## config.mk

```make
export PLATFORM = sky130hd
export DESIGN_NAME = csa_stream_accumulator
export DESIGN_NICKNAME = d
export VERILOG_FILES = /design/src/rtl/csa_stream_accumulator.sv
export SDC_FILE = /design/constraint.sdc
export NUM_CORES = 1
export LEC_CHECK = 0
export CAP_MARGIN = 20
export CORE_MARGIN = 3
export CORE_UTILIZATION = 60
export DETAILED_ROUTE_END_ITERATION = 10
export HOLD_SLACK_MARGIN = 0.12
export PLACE_DENSITY = 0.88
export SLEW_MARGIN = 20
export SYNTH_ARGS = -nofsm -noshare
export SYNTH_HDL_FRONTEND = slang
export SYNTH_SLANG_ARGS = --single-unit
```

## constraint.sdc

```tcl
create_clock -name clk -period 24 [get_ports clk]
set_input_delay 4.8 -clock clk [delete_from_list [all_inputs] [get_ports clk]]
set_output_delay 4.8 -clock clk [all_outputs]
set_load 0.02 [all_outputs]
```

## src/rtl/csa_stream_accumulator.sv

```systemverilog
// Streaming multi-operand adder: keeps a running total in carry-save form and
// resolves it with one carry-propagate add when a packet's last beat arrives.
module csa_stream_accumulator #(
    parameter int WIDTH = 64,
    parameter int LANES = 4,
    parameter int CNT_W = 16
) (
    input  logic                   clk,
    input  logic                   clr,
    input  logic                   in_valid,
    output logic                   in_ready,
    input  logic [LANES*WIDTH-1:0] in_terms,
    input  logic [LANES-1:0]       in_mask,
    input  logic                   in_last,
    output logic                   out_valid,
    input  logic                   out_ready,
    output logic [WIDTH-1:0]       out_sum,
    output logic [CNT_W-1:0]       out_count,
    output logic                   out_sat
);

    localparam int NOPS   = LANES + 2;
    localparam int POP_W  = $clog2(LANES + 1);
    localparam int CSUM_W = CNT_W + POP_W + 1;

    localparam logic [1:0] ST_ACC = 2'd0;
    localparam logic [1:0] ST_RES = 2'd1;
    localparam logic [1:0] ST_OUT = 2'd2;

    localparam logic [CSUM_W-1:0] CNT_MAX = {{(POP_W + 1){1'b0}}, {CNT_W{1'b1}}};

    logic [1:0]       state_q, state_d;
    logic [WIDTH-1:0] s_q, s_d;
    logic [WIDTH-1:0] c_q, c_d;
    logic [CNT_W-1:0] count_q, count_d;
    logic             sat_q, sat_d;
    logic [WIDTH-1:0] out_sum_q, out_sum_d;
    logic [CNT_W-1:0] out_count_q, out_count_d;
    logic             out_sat_q, out_sat_d;

    logic [WIDTH-1:0]  tree_s;
    logic [WIDTH-1:0]  tree_c;
    logic [CSUM_W-1:0] cnt_sum;

    // Level-by-level 3:2 reduction of {S, C<<1, lanes}. The final level always
    // compresses exactly three operands, so its unshifted majority becomes the new C.
    always_comb begin : csa_tree
        logic [WIDTH-1:0] ops [NOPS];
        logic [WIDTH-1:0] nxt [NOPS];
        int n_cur;
        int n_nxt;

        ops[0] = s_q;
        ops[1] = c_q << 1;
        for (int k = 0; k < LANES; k++) begin
            ops[k + 2] = in_mask[k] ? in_terms[k*WIDTH +: WIDTH] : '0;
        end
        tree_s = '0;
        tree_c = '0;
        n_cur  = NOPS;
        n_nxt  = 0;

        for (int lvl = 0; lvl < NOPS; lvl++) begin
            if (n_cur > 2) begin
                n_nxt = 0;
                for (int i = 0; i < NOPS; i++) begin
                    nxt[i] = '0;
                end
                for (int g = 0; g < NOPS / 3; g++) begin
                    if (3 * g + 2 < n_cur) begin
                        nxt[n_nxt]     = ops[3*g] ^ ops[3*g+1] ^ ops[3*g+2];
                        nxt[n_nxt + 1] = ((ops[3*g] & ops[3*g+1]) | (ops[3*g] & ops[3*g+2])
                                         | (ops[3*g+1] & ops[3*g+2])) << 1;
                        if (n_cur == 3) begin
                            tree_s = ops[0] ^ ops[1] ^ ops[2];
                            tree_c = (ops[0] & ops[1]) | (ops[0] & ops[2]) | (ops[1] & ops[2]);
                        end
                        n_nxt = n_nxt + 2;
                    end
                end
                for (int i = 0; i < NOPS; i++) begin
                    if (i >= 3 * (n_cur / 3) && i < n_cur) begin
                        nxt[n_nxt] = ops[i];
                        n_nxt      = n_nxt + 1;
                    end
                end
                ops   = nxt;
                n_cur = n_nxt;
            end
        end
    end

    always_comb begin
        cnt_sum = CSUM_W'(count_q);
        for (int k = 0; k < LANES; k++) begin
            cnt_sum = cnt_sum + CSUM_W'(in_mask[k]);
        end
    end

    // NOTE: every next-state value is defaulted to its current value first, so no
    // path through the case statement can leave a signal unassigned and infer a latch.
    always_comb begin
        state_d     = state_q;
        s_d         = s_q;
        c_d         = c_q;
        count_d     = count_q;
        sat_d       = sat_q;
        out_sum_d   = out_sum_q;
        out_count_d = out_count_q;
        out_sat_d   = out_sat_q;

        case (state_q)
            ST_ACC: begin
                if (in_valid) begin
                    s_d = tree_s;
                    c_d = tree_c;
                    if (cnt_sum >= CNT_MAX) begin
                        count_d = '1;
                        sat_d   = 1'b1;
                    end else begin
                        count_d = cnt_sum[CNT_W-1:0];
                    end
                    if (in_last) begin
                        state_d = ST_RES;
                    end
                end
            end
            ST_RES: begin
                out_sum_d   = s_q + (c_q << 1);
                out_count_d = count_q;
                out_sat_d   = sat_q;
                state_d     = ST_OUT;
            end
            ST_OUT: begin
                if (out_ready) begin
                    s_d     = '0;
                    c_d     = '0;
                    count_d = '0;
                    sat_d   = 1'b0;
                    state_d = ST_ACC;
                end
            end
            default: state_d = ST_ACC;
        endcase
    end

    // NOTE: non-blocking assignments here so every flop samples pre-edge values.
    always_ff @(posedge clk or posedge clr) begin
        if (clr) begin
            state_q     <= ST_ACC;
            s_q         <= '0;
            c_q         <= '0;
            count_q     <= '0;
            sat_q       <= 1'b0;
            out_sum_q   <= '0;
            out_count_q <= '0;
            out_sat_q   <= 1'b0;
        end else begin
            state_q     <= state_d;
            s_q         <= s_d;
            c_q         <= c_d;
            count_q     <= count_d;
            sat_q       <= sat_d;
            out_sum_q   <= out_sum_d;
            out_count_q <= out_count_d;
            out_sat_q   <= out_sat_d;
        end
    end

    assign in_ready  = (state_q == ST_ACC);
    assign out_valid = (state_q == ST_OUT);
    assign out_sum   = out_sum_q;
    assign out_count = out_count_q;
    assign out_sat   = out_sat_q;

endmodule

```

* Word level (Yosys, flattened, before mapping)
Cells that the tools add are included.
** Cells by class
- Muxes and demuxes :: 21
- Bitwise gates (word level) :: 28
- Magnitude comparators :: 1
- Add/sub/neg operators :: 5
- Equal/unequal tests :: 6
- Reduce and logical (&&, ||, !) cells :: 5
** Operator list (count)
- AND 63 bit :: 12
- bitwise XOR 64 bit :: 8
- bitwise OR 63 bit :: 8
- 2-to-1 mux 64 bit :: 6
- case mux 64 bit (2 select lines) :: 1
- case mux 63 bit (2 select lines) :: 1
- adder 64 bit :: 1
- 2-to-1 mux 63 bit :: 1
- 2-to-1 mux 16 bit :: 3
- adder 20 x 1 -> 20 bit :: 2
- case mux 16 bit (2 select lines) :: 1
- >= comparator 20 x 16 -> 1 bit (second input constant) :: 1
- adder 17 x 1 -> 18 bit :: 1
- adder 16 x 1 -> 17 bit :: 1
- 2-to-1 mux 2 bit :: 3
- != test 2 x 1 -> 1 bit (second input constant) :: 3
- case mux 2 bit (3 select lines) :: 1
- AND reduction 3 bit :: 2
- AND reduction 4 bit :: 1
- 2-to-1 mux 1 bit :: 3
- equality test 2 x 1 -> 1 bit (second input constant) :: 1
- equality test 2 bit (second input constant) :: 1
- zero test 2 bit :: 1
- != test 2 bit (second input constant) :: 1
- other kinds (2) :: 2
** Word-level totals
- Flip-flop bits (word level) :: 227
- Output and inout bits :: 83
- Bits of input ports :: 265

* Logic depth before layout (Yosys ltp)
- Word-level depth :: 12
- Gate-level depth with buffers :: 14
- Depth with buffers taken out :: 14

* Worst setup path after synthesis
OpenSTA, ideal clock, no wires.
- Path kind :: input-to-reg
- From :: input in_mask[0]
- To :: register count_q[5]
- Library setup time :: 0.082 ns
- Stages on the path :: 13
- Data required time :: 23.918 ns
- Slack :: 15.830 ns
- Data arrival time :: 8.088 ns
- Cell sequence :: ha_1 > fa_1 > ha_1 > inv_1 > fa_1 > xnor2_2 > xnor2_1 > or3b_1 > a211o_2 > or4_4 > nor4_4 > a211oi_1 > o22ai_1
** Between the ends
- Longest elaborated chain between the ends :: 8
** RTL lines
- start, declared :: RTL line 13 : input logic [LANES-1:0] in_mask,
- adder 16 x 1 -> 17 bit (*) :: RTL line 96 : cnt_sum = cnt_sum + CSUM_W'(in_mask[k]);
- adder 17 x 1 -> 18 bit (*) :: RTL line 96
- adder 20 x 1 -> 20 bit (*) (2 in series) :: RTL line 96
- >= comparator 20 x 16 -> 1 bit :: RTL line 117 : if (cnt_sum >= CNT_MAX) begin
- 2-to-1 mux 16 bit (*) :: RTL line 117
- 2-to-1 mux 16 bit (*) :: RTL line 114 : if (in_valid) begin
- case mux 16 bit (2 select lines) (*) :: RTL line 112 : case (state_q)
- end signal, assigned :: RTL line 162 : count_q <= count_d;
- end, declared :: RTL line 35 : logic [CNT_W-1:0] count_q, count_d;
Every way passes the cells marked *; elsewhere a longest branch is shown, timed or not. The select of a mux whose other input is x is not followed.
A chain may end at the register's enable or synchronous reset.

* Final worst setup path
- From :: input in_mask[0]
- To :: register sat_q
** Between the ends
- Longest elaborated chain between the ends :: 7
** RTL lines
- adder 16 x 1 -> 17 bit :: RTL line 96
- adder 17 x 1 -> 18 bit :: RTL line 96
- adder 20 x 1 -> 20 bit (2 in series) :: RTL line 96
- >= comparator 20 x 16 -> 1 bit :: RTL line 117
- != test 2 x 1 -> 1 bit (no source line)
- AND reduction 4 bit (no source line)
- end signal, assigned :: RTL line 163 : sat_q <= sat_d;
- end, declared :: RTL line 36 : logic sat_q, sat_d;
No other way between the ends.

==> results by group <==
Floorplan
  • Die area: 0.0376 mm2
  • Die Width: 194 um
  • # rows: 68
  • Core ar.: 0.0347 mm2
  • Initial Utilization: 61.1%
  • Die Span Y: 194 um
  • # IOs: 348

Setup path
  • Worst Setup End Kind: flop
  • Crit path max-delay family: adder cells
  • Cell chain of the critical path: buf_2 > buf_4 > ha_1 > fa_1 > ha_1 > inv_1 > fa_1 > xnor2_2 > xnor2_1 > or3b_1 > or3_1 > a2111oi_0 > and4_1 > a311oi_1 > nor2_1
  • Crit path arrival time: 9.33 ns
  • Worst EP required: 24.49 ns
  • WS Path Type: in -> reg
  • Worst Path Buf+Inv: 3
  • Crit path largest cell delay: 0.65 ns
  • Critical Path Start Type: input port
  • Crit-path slowest cell: a2111oi_0
  • Worst-path fanout max: 65

Status
  • Outcome: complete, no violations

Cells and area
  • Syn-to-layout area delta: 21.2%
  • # nets final: 3299
  • Most frequent cells in the layout: inv_1 (450), nand2_1 (359), clkdlybuf4s50_1 (343)
  • Finished Layout Cells: 3189
  • Share of cells above drive strength 1: 3.62%
  • Most common cell after layout, fill and taps aside: inv_1
  • Ant. Diodes: 0
  • Final instance area: 0.0257 mm2
  • Final core utilization: 74.1%

CTS
  • Clock sink total: 226
  • CTS tree: yes
  • Root Driver: clkbuf_16
  • Hold buffer count at CTS: 0
  • Number of buffers created by CTS: 25
  • Clock Latency Late Sink: 0.55 ns
  • Clk slew on worst S/H paths: 0.06 ns
  • H-Tree Depth: 1
  • Max clock buf depth: 3
  • Post-CTS resize count: 0
  • Post-CTS repair timing setup buffer count: 0

Yosys
  • Synth unique cells: 88
  • Mean Syn Cell Area: 8.68 um2
  • Cell Area, Synth: 0.0212 mm2
  • Mapped Cells: 2443
  • Ys Warns: 0
  • Register area share after synthesis: 26.7%
  • EDFF count, synth: 0
  • Synthesized flop and latch total: 226
  • Post-synth ARST share: 100%
  • Dominant synthesized flop cell: dfrtp_1
  • Mapped Nets: 3027

STA
  • Final WS setup: 15.16 ns
  • F_max: 113 MHz
  • Worst slew pin tran: 0.929 ns
  • Slew Limit Fails: 0
  • Skew final: 0.0254 ns
  • Tcrit/Tclk final: 36.8%
  • Relative slew slack: 37.9%
  • TNS Setup: 0 ns
  • RSZ-0062 raised after global routing: false
  • Endpoints failing hold: 0
  • Final min period: 8.84 ns
  • Final setup violation count: 0

Pwr
  • Pwr Density: 103 mW/mm2
  • Peak VDD IR: 64.2 uV
  • Leakage: 11.8 nW

Global routing
  • Largest net degree at the start of global routing: 133
  • Total gr overflow: 0
  • GRT Total Usage: 31.4%
  • Antenna violations before repair: 2
  • Number of global-route vias before repair: 18400
  • First-pass GRT wire length: 96700 um

Detailed routing
  • Drt via density: 5.65
  • Post-route ant nets: 0
  • Total Wirelength: 58900 um
  • Via Count: 18000
  • Drt wl/cell: 18.5 um
  • 1st-pass router iterations: 6
  • Post-route DRC: 0
  • Initial DRC Count: 1357

Placement
  • Cell Area, Placed: 0.0249 mm2
  • Final GP Congestion: 0.970
  • Dpl hpwl: 45300 um
  • Post-Place Cells: 3143
  • Place WS: 14.68 ns
  • Port Buf Inserts: 347

Run
  • Max capacitance violation total: 0

Hold path
  • HP Class: reg -> reg
[layer usage]
layer | part of all wire [%] | global-route usage [%] | vias to the layer above | wire (um)
met5 | 0.019 | 0 | - | 11
met4 | 3.6 | 9.47 | 2 | 2110
met3 | 6.5 | 4.64 | 125 | 3810
met2 | 47 | 50.6 | 698 | 27700
met1 | 43 | 44.6 | 8901 | 25200
li1 | - | - | 8292 | -
[cell type report]
type | instances | area (um2)
Fill cell | 2480 | 9000
Tap cell | 455 | 569
Timing Repair Buffer | 358 | 3540
Inverter | 452 | 1700
Clock buffer | 30 | 684
Multi-Input combinational cell | 1652 | 13400
Clock inverter | 16 | 166
Sequential cell | 226 | 5660
[Yosys cell counts, types with 23 or more instances]
library cell | number | share of area (%)
inv_1 | 451 | 8.0
nand2_1 | 360 | 6.4
fa_1 | 251 | 24
dfrtp_1 | 226 | 27
o21ai_0 | 218 | 5.1
and2_1 | 197 | 5.8
clkbuf_1 | 95 | 1.7
a21oi_1 | 92 | 2.2
ha_1 | 68 | 4.0
nor2_1 | 54 | 0.96
xnor2_1 | 45 | 1.9
nand4_1 | 29 | 0.86
nand3_1 | 26 | 0.61
xor2_1 | 25 | 1.0
a21o_1 | 24 | 0.85
nor3_1 | 23 | 0.54
[stage by stage]
step | hold slack (ns) | power, mW
global placement | 0.461 | 2.14
detailed placement | 0.462 | 2.24
floorplan | 0.456 | 1.71
global route | 0.510 | 2.92
CTS | 0.477 | 2.66
finish | 0.473 | 2.66
[report_power, final]
part / internal (mW) / switching [mW] / leakage [nW]
Combinational: 0.651 / 0.944 / 8.50
Clock: 0.227 / 0.169 / 0.412
Sequential: 0.523 / 0.142 / 2.93
Total: 1.40 / 1.26 / 11.8
[registers in the layout (all words and copies together) (netlist names)]
name	count
out_sum	64
s_q	64
c_q	62
count_q	16
out_count	16
state_q	2
out_sat	1
sat_q	1
[kinds of logic after synthesis]
group	synth area share, %
DFF	26.7
xor gates and xnor gates	2.97
and+or+nand+nor	18.3
AOI/OAI and AO/OA	13.8
buffers and inverters	10.3
adders and majority gates	27.7
muxes	0.189
[worst paths after layout]
kind / from / endpoint / slack, ns / cells past startpoint
max: in_mask[0] / sat_q / 15.16 / 15
min reg2reg: out_sat / out_sat / 0.47 / 2
max reg2reg: count_q[0] / sat_q / 19.78 / 13
max in group asynchronous: clr / out_sum[61] / 17.88 / 3
min in group asynchronous: clr / s_q[10] / 4.78 / 2
min: out_sat / out_sat / 0.47 / 2
[worst min-delay path, delay by kind of cell (launching register included)]
family	cells	cell delay (ns)
DFF	1	0.34
and+or+nand+nor	2	0.10
Power figures use the tool's default switching activity.
